`src/rtl/shift_exec_pipe.sv`:
```
// Two-stage pipelined shift execute unit (SRL/SLL/SRA/ROR) with valid/ready on both sides.
// Optional counters stat_ops/stat_stall are built when SHIFT_EXEC_STATS_EN is defined.
module shift_exec_pipe #(
  parameter int unsigned WIDTH = 64,
  parameter int unsigned SH_W  = 6,
  parameter int unsigned TAG_W = 5
) (
  input  logic             clk,
  input  logic             rst_n,
  input  logic             in_valid,
  output logic             in_ready,
  input  logic [1:0]       in_op,
  input  logic [WIDTH-1:0] in_a,
  input  logic [SH_W-1:0]  in_shamt,
  input  logic [TAG_W-1:0] in_tag,
  output logic             out_valid,
  input  logic             out_ready,
  output logic [WIDTH-1:0] out_result,
  output logic [TAG_W-1:0] out_tag,
`ifdef SHIFT_EXEC_STATS_EN
  output logic [31:0]      stat_ops,
  output logic [31:0]      stat_stall,
`endif
  output logic             out_zero
);

  localparam logic [1:0] OP_SRL = 2'b00;
  localparam logic [1:0] OP_SLL = 2'b01;
  localparam logic [1:0] OP_SRA = 2'b10;
  localparam logic [1:0] OP_ROR = 2'b11;

  logic             r_s1_valid;
  logic [1:0]       r_s1_op;
  logic [WIDTH-1:0] r_s1_a;
  logic [SH_W-1:0]  r_s1_shamt;
  logic [TAG_W-1:0] r_s1_tag;
  logic             r_s2_valid;
  logic [WIDTH-1:0] r_result;
  logic [TAG_W-1:0] r_tag;
  logic             r_zero;

  logic             w_s2_adv;
  logic             w_s1_adv;
  logic             w_accept;
  logic [WIDTH-1:0] w_shift;

  assign w_s2_adv = !r_s2_valid || out_ready;
  assign w_s1_adv = r_s1_valid && w_s2_adv;
  assign in_ready = !r_s1_valid || w_s2_adv;
  assign w_accept = in_valid && in_ready;

  // Log-stage barrel network: level k moves the operand by 2^k when shamt[k] is set.
  always_comb begin
    w_shift = r_s1_a;
    for (int k = 0; k < int'(SH_W); k++) begin
      if (r_s1_shamt[k]) begin
        case (r_s1_op)
          OP_SRL:  w_shift = w_shift >> (32'(1) << k);
          OP_SLL:  w_shift = w_shift << (32'(1) << k);
          OP_SRA:  w_shift = WIDTH'($signed(w_shift) >>> (32'(1) << k));
          OP_ROR:  w_shift = (w_shift >> (32'(1) << k)) |
                             (w_shift << (WIDTH - (32'(1) << k)));
          default: w_shift = r_s1_a;
        endcase
      end
    end
  end

  always_ff @(posedge clk) begin
    if (!rst_n) begin
      r_s1_valid <= 1'b0;
      r_s1_op    <= '0;
      r_s1_a     <= '0;
      r_s1_shamt <= '0;
      r_s1_tag   <= '0;
      r_s2_valid <= 1'b0;
      r_result   <= '0;
      r_tag      <= '0;
      r_zero     <= 1'b0;
    end else begin
      r_s1_valid <= w_accept || (r_s1_valid && !w_s2_adv);
      r_s2_valid <= w_s1_adv || (r_s2_valid && !out_ready);
      if (w_accept) begin
        r_s1_op    <= in_op;
        r_s1_a     <= in_a;
        r_s1_shamt <= in_shamt;
        r_s1_tag   <= in_tag;
      end
      if (w_s1_adv) begin
        r_result <= w_shift;
        r_tag    <= r_s1_tag;
        r_zero   <= (w_shift == '0);
      end
    end
  end

  assign out_valid  = r_s2_valid;
  assign out_result = r_result;
  assign out_tag    = r_tag;
  assign out_zero   = r_zero;

`ifdef SHIFT_EXEC_STATS_EN
  logic [31:0] r_stat_ops;
  logic [31:0] r_stat_stall;

  // Delivered results and writeback-stall cycles, both free-running modulo 2^32.
  always_ff @(posedge clk) begin
    if (!rst_n) begin
      r_stat_ops   <= '0;
      r_stat_stall <= '0;
    end else begin
      if (r_s2_valid && out_ready)  r_stat_ops   <= r_stat_ops + 32'd1;
      if (r_s2_valid && !out_ready) r_stat_stall <= r_stat_stall + 32'd1;
    end
  end

  assign stat_ops   = r_stat_ops;
  assign stat_stall = r_stat_stall;
`endif

endmodule

```
`config.mk`:
```
export PLATFORM = sky130hd
export DESIGN_NAME = shift_exec_pipe
export DESIGN_NICKNAME = d
export VERILOG_FILES = /design/src/rtl/shift_exec_pipe.sv
export SDC_FILE = /design/constraint.sdc
export NUM_CORES = 1
export LEC_CHECK = 0
export BUFFER_PORTS_ARGS = -buffer_cell sky130_fd_sc_hd__buf_2
export CAP_MARGIN = 20
export CELL_PAD_IN_SITES_DETAIL_PLACEMENT = 2
export CELL_PAD_IN_SITES_GLOBAL_PLACEMENT = 2
export CORE_ASPECT_RATIO = 0.5
export CORE_MARGIN = 2
export CORE_UTILIZATION = 32
export CTS_CLUSTER_SIZE = 16
export DETAILED_ROUTE_END_ITERATION = 10
export PLACE_DENSITY_LB_ADDON = 0.1
export SYNTH_ARGS = -nofsm -noshare
export SYNTH_HDL_FRONTEND = slang
export SYNTH_SLANG_ARGS = --single-unit
```
`constraint.sdc`:
```
create_clock -name clk -period 2.9 [get_ports clk]
set_input_delay 0.58 -clock clk [delete_from_list [all_inputs] [get_ports clk]]
set_output_delay 0.58 -clock clk [all_outputs]
set_load 0.02 [all_outputs]
```
==> impl_summary.txt, run 1 <==
----------------------------------------------------
[Synthesis]
  Cell type with the highest aggregate area in the netlist ... sky130_fd_sc_hd__dfxtp_1
  Total of flip-flops plus latches after synthesis ... about 150
  Most used flip-flop cell after synthesis ... sky130_fd_sc_hd__dfxtp_1
  Top-count cell post-synth ... sky130_fd_sc_hd__nand2_1
  Most area-consuming cells after synthesis ... sky130_fd_sc_hd__dfxtp_1, sky130_fd_sc_hd__nand2_1, sky130_fd_sc_hd__a21oi_1
  Syn Std Cell Area ... between 15000 and 20000 sq um
  Post-Synthesis Mean Instance Area ... ~7 sq um
  Net count of the mapped netlist ... 2801
  Yosys synthesis warning count ... 0
  Synth Instances ... 2720
  Portion of synthesized cell area occupied by the leading cell type ... 0.156
  Share of flip-flops with an asynchronous set or reset after synthesis ... 0
  Number of synthesized flops with an enable pin ... 0
  Sequential element share of the synthesized area ... 0.156
  Distinct cell type count of the synthesized netlist ... 110
  Leading post-synthesis cells by instance count ... sky130_fd_sc_hd__nand2_1, sky130_fd_sc_hd__nor2_1, sky130_fd_sc_hd__a21oi_1, sky130_fd_sc_hd__clkbuf_1, sky130_fd_sc_hd__dfxtp_1

[Floorplan]
  Starting utilization of the core area ... 0.323
  I/O pin count ... around 150
  Die Y-Extent ... about 180 um
  Total number of placement rows ... 63
  Width of the die ... roughly 350 um

[Clock tree]
  Buffers from clock root to sink, at most ... 2
  Post-CTS Repair Setup Buffers ... about 110
  Number of buffers inserted by hold repair at cts ... 0
  Sink count of the clock tree ... between 100 and 150
  H-tree depth ... 4
  Root buf cell ... sky130_fd_sc_hd__clkbuf_16
  Clock buffer count from CTS ... 17
  Number of gates given a new drive strength after cts ... just over 700

[Run status]
  Run status ... stopped before the end
  Tool error ... [ERROR DPL-0033] detailed placement checks failed during check placement.
  Step where the flow halted ... clock tree synthesis (4_1_cts)

[Placed design]
  DP Area ... approximately 29000 sq um
  Placement-stage worst setup slack ... -1.55 ns
  Placed wire-length estimate ... ~150 mm
  GPL Wtd Cong ... ~1.1
  Count of input and output buffers ... ~150

----------------------------------------------------
## stage by stage
stage               instances  TNS [ns]
floorplan                2720   -0.0902
global placement         4523    -51.43
detailed placement       4524    -55.21
## cell families after synthesis
kind of cell    count (synthesis)  synth area share
flops                         149             0.156
mux                           168             0.105
buf+inv                       352            0.0916
compound gates                995             0.374
simple gates                 1056             0.274
==> inputs of run 2 (changes only) <==
- CELL_PAD_IN_SITES_DETAIL_PLACEMENT: 2 -> unset
- CELL_PAD_IN_SITES_GLOBAL_PLACEMENT: 2 -> unset
- CORE_ASPECT_RATIO: 0.5 -> unset
- CORE_UTILIZATION: 32 -> 29
- CTS_CLUSTER_SIZE: 16 -> unset
- PLACE_DENSITY_LB_ADDON: 0.1 -> 0.15
- clock period: 2.9 -> 3.8 ns (I/O delays scaled with it)
==> run 2 against run 1 <==
  * Area after synthesis is the same
  * The flow now finishes, with violations (setup timing)
  * Synthesized cell count unchanged
==> impl_summary.txt, run 2 <==
----------------------------------------------------
[Route]
  Via count ... 29200
  Vias per cell ... roughly 6.4
  Post-detailed-route wirelength per cell ... roughly 35 um
  Remaining number of nets flagged by the antenna check after routing ... 0
  Total detailed-routing wirelength ... between 150 and 200 mm
  Count of unresolved DRC violations after routing ... 0
  Initial detailed-routing violation count ... 4082
  Pre-antenna DRT Iters ... 7

[Floorplan]
  Core region area ... 65500 sq um
  Starting utilization of the core area ... 0.292 (-0.0312)
  Die Y-Extent ... 261 um (+47%)
  Width of the die ... 261 um (-25%)
  Total number of placement rows ... 94 (+49%)
  I/O pin count ... 153 (unchanged)
  Die area ... between 60000 and 70000 sq um

[GRT]
  Wire length of the first global-routing pass ... 214 mm
  GRT Resource Usage Total ... 0.444
  Met1 demand-to-capacity share in global routing ... 0.590
  Congestion Overflow GR ... 0
  Via count of the first global-routing pass ... 27400
  Global Route met3 Usage ... 0.112
  Pin count of the biggest net entering global routing ... 87
  Highest-utilization routing layer at the global route stage ... met2
  Antenna violations before repair ... 10
  Global routing met2 resource utilization ... 0.648

[Clock tree]
  Later-pin clock latency in the skew report ... ~0.51 ns
  Buffers from clock root to sink, at most ... 2 (unchanged)
  Clock tree from TritonCTS ... built
  Clock buffer count from CTS ... 17 (unchanged)
  Clock transition at the registers of the reported paths ... ~0.090 ns
  Root buf cell ... sky130_fd_sc_hd__clkbuf_16
  Number of buffers inserted by hold repair at cts ... 0 (unchanged)
  H-tree depth ... 4 (unchanged)
  Sink count of the clock tree ... 149 (unchanged)

[Synthesis]
  Syn Std Cell Area ... 19100 sq um (unchanged)
  Distinct cell type count of the synthesized netlist ... 110 (unchanged)
  Net count of the mapped netlist ... 2801 (unchanged)
  Synth Instances ... 2720 (unchanged)
  Sequential element share of the synthesized area ... 0.156 (unchanged)
  Most area-consuming cells after synthesis ... sky130_fd_sc_hd__dfxtp_1, sky130_fd_sc_hd__nand2_1, sky130_fd_sc_hd__a21oi_1
  Most used flip-flop cell after synthesis ... sky130_fd_sc_hd__dfxtp_1
  Yosys synthesis warning count ... 0 (unchanged)
  Post-Synthesis Mean Instance Area ... 7.04 sq um (unchanged)
  Number of synthesized flops with an enable pin ... 0 (unchanged)
  Share of flip-flops with an asynchronous set or reset after synthesis ... 0 (unchanged)
  Portion of synthesized cell area occupied by the leading cell type ... 0.156 (unchanged)
  Cell type with the highest aggregate area in the netlist ... sky130_fd_sc_hd__dfxtp_1
  Top-count cell post-synth ... sky130_fd_sc_hd__nand2_1
  Total of flip-flops plus latches after synthesis ... 149 (unchanged)
  Leading post-synthesis cells by instance count ... sky130_fd_sc_hd__nand2_1, sky130_fd_sc_hd__nor2_1, sky130_fd_sc_hd__a21oi_1, sky130_fd_sc_hd__clkbuf_1, sky130_fd_sc_hd__dfxtp_1

[STA]
  Final count of negative-setup-slack endpoints ... 5
  Ratio of final minimum period to clock period ... 1.05
  Final Skew ... 0.0246 ns
  Sum Neg Setup Slack ... -0.218 ns
  Measured slew at the worst slew-check pin ... around 1.2 ns
  Time the worst path needs with I/O delays and setup ... 3.98 ns
  Number of max-slew violations in the final report ... 0
  Final hold violation count ... 0
  Post-layout worst setup margin ... -0.181 ns
  Upper clock frequency limit ... between 0.2 and 0.3 GHz
  RSZ-0062 raised after global routing ... yes
  Max-slew headroom ... 0.220

[Finish]
  Area added between synthesis and finish ... 57.8%
  Final std cells w/o fill ... 4532
  Proportion of layout cells with a drive suffix above 1 ... 0.434
  Number of fill cells in the layout ... 6630
  Highest-count cells in the layout ignoring fill and taps ... sky130_fd_sc_hd__buf_4, sky130_fd_sc_hd__nand2_1, sky130_fd_sc_hd__nor2_1
  Reg area ... approximately 3000 sq um
  Number of nets in the layout ... 3731
  Commonest non-fill, non-tap cell in the layout ... sky130_fd_sc_hd__buf_4
  Area of combinational cells with multiple inputs ... roughly 16000 sq um

[Worst setup path]
  Endpoint class of the critical path ... flop
  Dominant cell type by count on the critical path ... sky130_fd_sc_hd__buf_4
  Startpoint of the worst setup timing path ... r_s1_shamt[0]$_SDFFE_PN0P_
  Setup slack of the worst register-to-register path ... -0.18 ns
  Crit path largest cell delay ... 0.37 ns
  Endpoint of the lowest-slack register-to-register path ... out_zero$_SDFFE_PN0P_
  Kind of cell adding the most delay to the critical path ... compound AO/OA/AOI/OAI gates
  Crit-path slowest cell ... sky130_fd_sc_hd__dfxtp_4
  R2R cell count ... 17
  Critical path cell sequence ... buf_12, buf_6, buf_4, and2b_1, buf_4, a221o_1, o21ai_2, o22ai_1, buf_4, o21ai_4, o22ai_1, o32ai_2, o2111ai_1, nor4_2, buf_4, nand4_1, o31ai_2
  Worst Setup EP ... out_zero$_SDFFE_PN0P_
  Data required time of the critical path ... around 4.2 ns
  Arrival @ worst endpoint ... roughly 4.4 ns
  Worst Setup Path Type ... flop to flop
  Launch instance of the worst register-to-register path ... r_s1_shamt[0]$_SDFFE_PN0P_
  Maximum fanout along the worst path ... 4
  Cell count along the critical path ... 17
  Kind of start point of the critical path ... flop
  Worst path bufs/invs ... 6

[Placed design]
  GPL Wtd Cong ... 1.12 (-0.86%)
  Placement-stage worst setup slack ... -0.899 ns (+0.655 ns)
  Count of input and output buffers ... 152 (unchanged)
  Placed cell count ... 4445 (-1.7%)
  Placed wire-length estimate ... 127 mm (-14%)

[Job]
  Number of maximum-capacitance constraint violations ... 0

[Run status]
  Run status ... finished, violations left
  Failing checks ... setup timing

[Hold path]
  Worst Hold Class ... flop to flop

[Pwr]
  Static leakage ... about 12 nW
  Worst vdd rail ir drop ... around 0.29 mV
  Power per Cell Area ... around 280 nW/um^2

----------------------------------------------------
[run 2: cell counts after synthesis]
No cell type changed its count.
[run 2: metal layers]
metal | wire (um) | vias up | share of wire
li1 | - | 12300 | -
met1 | 64600 | 14400 | 0.41
met2 | 64300 | 2103 | 0.41
met4 | 11400 | 8 | 0.073
met3 | 16500 | 512 | 0.11
met5 | 68 | - | 0.00043
[run 2: timing repair]
item                       4_1_cts  5_1_grt
resized for setup              123      166
pin swaps                       15       51
cloned                           2        4
setup endpoints to repair       23       30
buffers inserted                18       31
[run 2: how the worst min path moves through the flow]
stage                                 from                     endpoint  slack (ns)  depth (start not counted)
2_1_floorplan     r_s1_tag[0]$_SDFFE_PN0P_      out_tag[0]$_SDFFE_PN0P_        0.43                          2
3_3_place_gp      r_s1_tag[1]$_SDFFE_PN0P_      out_tag[1]$_SDFFE_PN0P_        0.44                          2
3_5_place_dp   out_result[29]$_SDFFE_PN0P_  out_result[29]$_SDFFE_PN0P_        0.45                          2
4_1_cts           r_s1_tag[1]$_SDFFE_PN0P_      out_tag[1]$_SDFFE_PN0P_        0.44                          2
5_1_grt           r_s1_tag[1]$_SDFFE_PN0P_      out_tag[1]$_SDFFE_PN0P_        0.45                          2
6_report          r_s1_tag[1]$_SDFFE_PN0P_      out_tag[1]$_SDFFE_PN0P_        0.45                          2
[run 2: report_power, final]
part / switching [mW] / internal, mW / leakage [nW]
Sequential: 0.135 / 1.66 / 1.23
Clock: 1.01 / 0.894 / 0.293
Combinational: 2.83 / 2.08 / 11.0
[run 2: area by class of cell]
class | count | area share
multi-input combinational | 2219 | 0.519
inverter | 30 | 0.00389
sequential | 149 | 0.0993
timing repair buffer | 1233 | 0.321
clock inverter | 15 | 0.00605
antenna | 5 | 0.000414
clock buffer | 17 | 0.0141
tap | 864 | 0.0358
[run 2: per-stage QoR]
stage | power (mW) | instance area, sq um | hold WS [ns] | utilization
6_report | 8.61 | 30200 | 0.448 | 0.461
2_1_floorplan | 3.56 | 19100 | 0.432 | -
5_1_grt | 8.78 | 30200 | 0.454 | 0.461
3_5_place_dp | 6.18 | 27700 | 0.445 | 0.422
3_3_place_gp | 6.18 | 27600 | 0.436 | 0.422
4_1_cts | 8.22 | 29100 | 0.441 | 0.444
[run 2: worst min-delay path, delay by kind of cell, from the launching register on]
family | cells | cell delay [ns]
flip-flops | 1 | 0.31
AND/OR/NAND/NOR | 1 | 0.05
AO/OA/AOI/OAI | 1 | 0.05
[run 2: kinds of logic after synthesis]
family,count (synthesis),synth area share
AO/OA/AOI/OAI,995,0.374
AND/OR/NAND/NOR,1056,0.274
buffers and inverters,352,0.0916
flip-flops,149,0.156
multiplexers,168,0.105
Power figures use the tool's default switching activity.
